`src/rtl/serial_120_bit_subtractor.sv`:
```
`default_nettype none
// ============================================================================
// Module      : serial_120_bit_subtractor
// Description : Multi-cycle unsigned subtract, diff = a - b - borrow_in, one
//               CHUNK-bit slice per clock, LSB first, valid/ready on both sides.
// Revision    : 1.0 - initial release
// ============================================================================
module serial_120_bit_subtractor #(
  parameter int WIDTH = 120,
  parameter int CHUNK = 16
) (
  input  logic             clk,
  input  logic             rst_n,
  input  logic             in_valid,
  output logic             in_ready,
  input  logic [WIDTH-1:0] a,
  input  logic [WIDTH-1:0] b,
  input  logic             borrow_in,
  output logic             out_valid,
  input  logic             out_ready,
  output logic [WIDTH-1:0] diff,
  output logic             borrow_out
);

  localparam int c_nchunk = (WIDTH + CHUNK - 1) / CHUNK;
  localparam int c_padw   = c_nchunk * CHUNK;
  localparam int c_cntw   = (c_nchunk > 1) ? $clog2(c_nchunk) : 1;
  localparam logic [c_cntw-1:0] c_last = c_cntw'(c_nchunk - 1);

  typedef enum logic [1:0] {
    IDLE = 2'd0,
    RUN  = 2'd1,
    DONE = 2'd2
  } state_t;

  state_t            r_state;
  state_t            w_state_nxt;
  logic              w_load;
  logic              w_step;
  logic              w_last;
  logic [c_padw-1:0] r_a;
  logic [c_padw-1:0] r_b;
  logic              r_borrow;
  logic [c_cntw-1:0] r_cnt;
  logic [WIDTH-1:0]  r_diff;
  logic              r_borrow_out;
  logic [CHUNK:0]    w_slice;

  assign w_last = (r_cnt == c_last);

  // Operands are zero-padded, so the reduced last slice still yields its
  // borrow in bit CHUNK of the (CHUNK+1)-bit difference.
  assign w_slice = {1'b0, r_a[CHUNK-1:0]} - {1'b0, r_b[CHUNK-1:0]}
                 - {{CHUNK{1'b0}}, r_borrow};

  always_ff @(posedge clk or negedge rst_n) begin
    if (!rst_n) begin
      r_state <= IDLE;
    end else begin
      r_state <= w_state_nxt;
    end
  end

  always_comb begin
    w_state_nxt = r_state;
    in_ready    = 1'b0;
    out_valid   = 1'b0;
    w_load      = 1'b0;
    w_step      = 1'b0;
    case (r_state)
      IDLE: begin
        in_ready = 1'b1;
        if (in_valid) begin
          w_load      = 1'b1;
          w_state_nxt = RUN;
        end
      end
      RUN: begin
        w_step = 1'b1;
        if (w_last) begin
          w_state_nxt = DONE;
        end
      end
      DONE: begin
        out_valid = 1'b1;
        if (out_ready) begin
          w_state_nxt = IDLE;
        end
      end
      default: w_state_nxt = IDLE;
    endcase
  end

  always_ff @(posedge clk or negedge rst_n) begin
    if (!rst_n) begin
      r_a          <= '0;
      r_b          <= '0;
      r_borrow     <= 1'b0;
      r_cnt        <= '0;
      r_diff       <= '0;
      r_borrow_out <= 1'b0;
    end else if (w_load) begin
      r_a      <= c_padw'(a);
      r_b      <= c_padw'(b);
      r_borrow <= borrow_in;
      r_cnt    <= '0;
    end else if (w_step) begin
      // Operands shift down so the active slice always sits at bit 0.
      r_a      <= r_a >> CHUNK;
      r_b      <= r_b >> CHUNK;
      r_borrow <= w_slice[CHUNK];
      r_cnt    <= r_cnt + c_cntw'(1);
      for (int i = 0; i < WIDTH; i++) begin
        if ((i / CHUNK) == int'(r_cnt)) begin
          r_diff[i] <= w_slice[i % CHUNK];
        end
      end
      if (w_last) begin
        r_borrow_out <= w_slice[CHUNK];
      end
    end
  end

  assign diff       = r_diff;
  assign borrow_out = r_borrow_out;

endmodule
`default_nettype wire

```
`config.mk`:
```
export PLATFORM = sky130hd
export DESIGN_NAME = serial_120_bit_subtractor
export DESIGN_NICKNAME = d
export VERILOG_FILES = /design/src/rtl/serial_120_bit_subtractor.sv
export SDC_FILE = /design/constraint.sdc
export NUM_CORES = 1
export LEC_CHECK = 0
export CAP_MARGIN = 40
export CORE_MARGIN = 5
export CORE_UTILIZATION = 45
export CTS_BUF_LIST = sky130_fd_sc_hd__clkbuf_2 sky130_fd_sc_hd__clkbuf_4 sky130_fd_sc_hd__clkbuf_8
export CTS_CLUSTER_SIZE = 25
export DETAILED_ROUTE_END_ITERATION = 12
export PLACE_DENSITY = 0.73
export SETUP_SLACK_MARGIN = 0.3
export SLEW_MARGIN = 20
export SYNTH_ARGS = -nofsm -noshare
export SYNTH_HDL_FRONTEND = slang
export SYNTH_SLANG_ARGS = --single-unit
```
`constraint.sdc`:
```
create_clock -name clk -period 7 [get_ports clk]
set_input_delay 1.4 -clock clk [delete_from_list [all_inputs] [get_ports clk]]
set_output_delay 1.4 -clock clk [all_outputs]
set_load 0.1 [all_outputs]
```
==> metrics.cfg <==
[clocking]
root_buffer=clkbuf_8
cts_tree=done
cts_buffer_depth=3
holdBufCountCts=0
clkTransAtPathRegs_ns=0.07
clock_sinks=367
cts_max_level=2
cts_resized=0
worstSkewPairLatency_ns=0.60
cts_buffers=58
post_cts_buffers=0

[synth]
yosysSeqAreaShare_pct=57.4
async_flop_share_pct=100
yosys-top-cells-count=nand2_1 (589), dfrtp_1 (367), a22oi_1 (192)
synth_most_common_cell=nand2_1
yosys_most_used_dff=dfrtp_1
yosys_warnings=0
syn_nets=1969
avgSynthCellArea_um2=9.49
ys_ff_latch=367
synth_area_leader_cell=dfrtp_1
netlist_instances=1686
synthesis.area_mm2=0.0160
ys_types=56
synth_edf_count=0
synth_top_area_share_pct=57.4
synthTopCellsByArea=dfrtp_1 (57%), nand2_1 (14%), a22oi_1 (9.0%)

[critical_path]
cp.arrival_ns=2.17
critical_path.max_fanout=13
end_kind=primary output
cp-start-kind=flip-flop
r2r_slack_ns=3.54
criticalPathCategory=reg -> out
crit_required_ns=5.60

[sta]
relSlewSlack_pct=28.5
finalCriticalPeriod_ns=3.57
finClkSkew_ns=0.0253
finalSetupTns_ns=0
fmax_mhz=280
rsz0062_at_grt=false
post-route-period-util_pct=51.0
finalHoldViolCount=0
worst_slew_pin_slew_ns=1.07
slew_viol_final=0
finalSetupViolCount=0

[floorplanning]
die_area_mm2=0.0394
die_h_um=199
fp.coreArea_mm2=0.0353
die_w_um=199
start_util_pct=45.3
placementRows=69
io_pins=368

[grt]
grt_max_degree=229
grt_pass1_vias=14909
grt_use_met1_pct=32.3
grt_first_pass_wirelength_mm=83.4
met2_usage_pct=45.1
grtUsageTotal_pct=26.8
global_route.usage.met3_pct=8.21
antenna_found_initial=10
grt-ovfl-total=0
grt-busiest-layer=met2

[final_layout]
drive_gt1_share_pct=12.6
final_util_pct=67.1
fin_cells=2654
layout.nets=2426
area_growth_pct=48.2

[worst_hold_path]
hold_path_class=reg -> reg

[place]
dp_hpwl_mm=38.9
dp_cells=2538
portBuffers=367
place.gp.congestion=0.867

[run_status]
outcome=complete, no violations

[route]
dr.first_iter.drc_count=1319
vias_per_cell=5.42
detail-route-antenna-nets=0
num_vias=14389
drt-pass1-iter-count=5
wl_mm=54.3
routedWlPerCell_um=20.5
drc_errors=0

[job]
drv_cap=0

state kept, by name, indices dropped and copies added (netlist names):
register    cells
diff          120
r_a           120
r_b           120
r_cnt           3
r_state         2
borrow_out      1
r_borrow        1
placed cells by master, fill, tap and decap left out, drive strengths merged, types with 3 or more instances in the layout:
cell           count
nor2b              4
or3                6
o21ai            143
a21oi             29
a221oi             4
ha                36
diode              4
clkbuf            95
nand3             20
clkdlybuf4s50    366
a21o               6
o21bai             3
and2               4
a221o             16
inv               51
o21a               4
nor3              20
nand2b             7
dfrtp            367
nand2            589
nor2              19
buf              148
clkinv             8
a22oi            192
xor2              10
a31oi              3
xnor2              4
path summary, 6_finish.rpt:
check                                             to  depth (start not counted)                    from
min in group asynchronous        diff[4]$_DFFE_PN0P_                          1                   rst_n
worst max register to register  diff[28]$_DFFE_PN0P_                          8      r_a[0]$_DFFE_PN0P_
worst min register to register   r_a[37]$_DFFE_PN0P_                          2     r_a[37]$_DFFE_PN0P_
worst max-delay path                       out_valid                          4  r_state[0]$_DFFE_PN0P_
max in group asynchronous        r_a[22]$_DFFE_PN0P_                          3                   rst_n
worst min-delay path             r_a[37]$_DFFE_PN0P_                          2     r_a[37]$_DFFE_PN0P_
cell type report:
cell class                      instances  area (um^2)
Fill cell                            2613        11600
Sequential cell                       367         9180
Timing Repair Buffer                  516         6310
Multi-Input combinational cell       1151         6150
Clock buffer                           93         1160
Tap cell                              461          577
Inverter                               49          184
Clock inverter                         13          125
Antenna cell                            4         10.0
cells by family after synthesis:
kind of cell | after synthesis | share of synthesized area (%)
adders and majority gates | 38 | 3.07
muxes | 3 | 0.203
DFF | 367 | 57.4
AOI/OAI and AO/OA | 417 | 17.4
and+or+nand+nor | 679 | 16.8
xor gates and xnor gates | 14 | 0.767
buffers and inverters | 168 | 4.27
critical path, stage by stage, from the launching register on:
cell             delay [ns]
dfrtp_1                0.52
nand2b_1               0.26
inv_1                  0.08
clkdlybuf4s50_1        0.51
buf_8                  0.20
per-layer routing:
layer | vias to the layer above | routed length (um)
met5 | - | 91
met4 | 14 | 2240
met3 | 176 | 5100
met2 | 716 | 26600
met1 | 6816 | 20300
li1 | 6667 | -
metrics by stage:
stage	area, um^2	hold WS [ns]	setup slack (ns)
5_1_grt	23700	0.489	3.29
3_3_place_gp	19900	0.458	2.97
2_1_floorplan	16000	0.446	3.82
6_report	23700	0.473	3.43
3_5_place_dp	22300	0.463	3.08
4_1_cts	23600	0.478	3.39
Power is left out: the tool's default activity adds up to more than one toggle a clock period on the data nets, which glitch-free logic cannot reach.
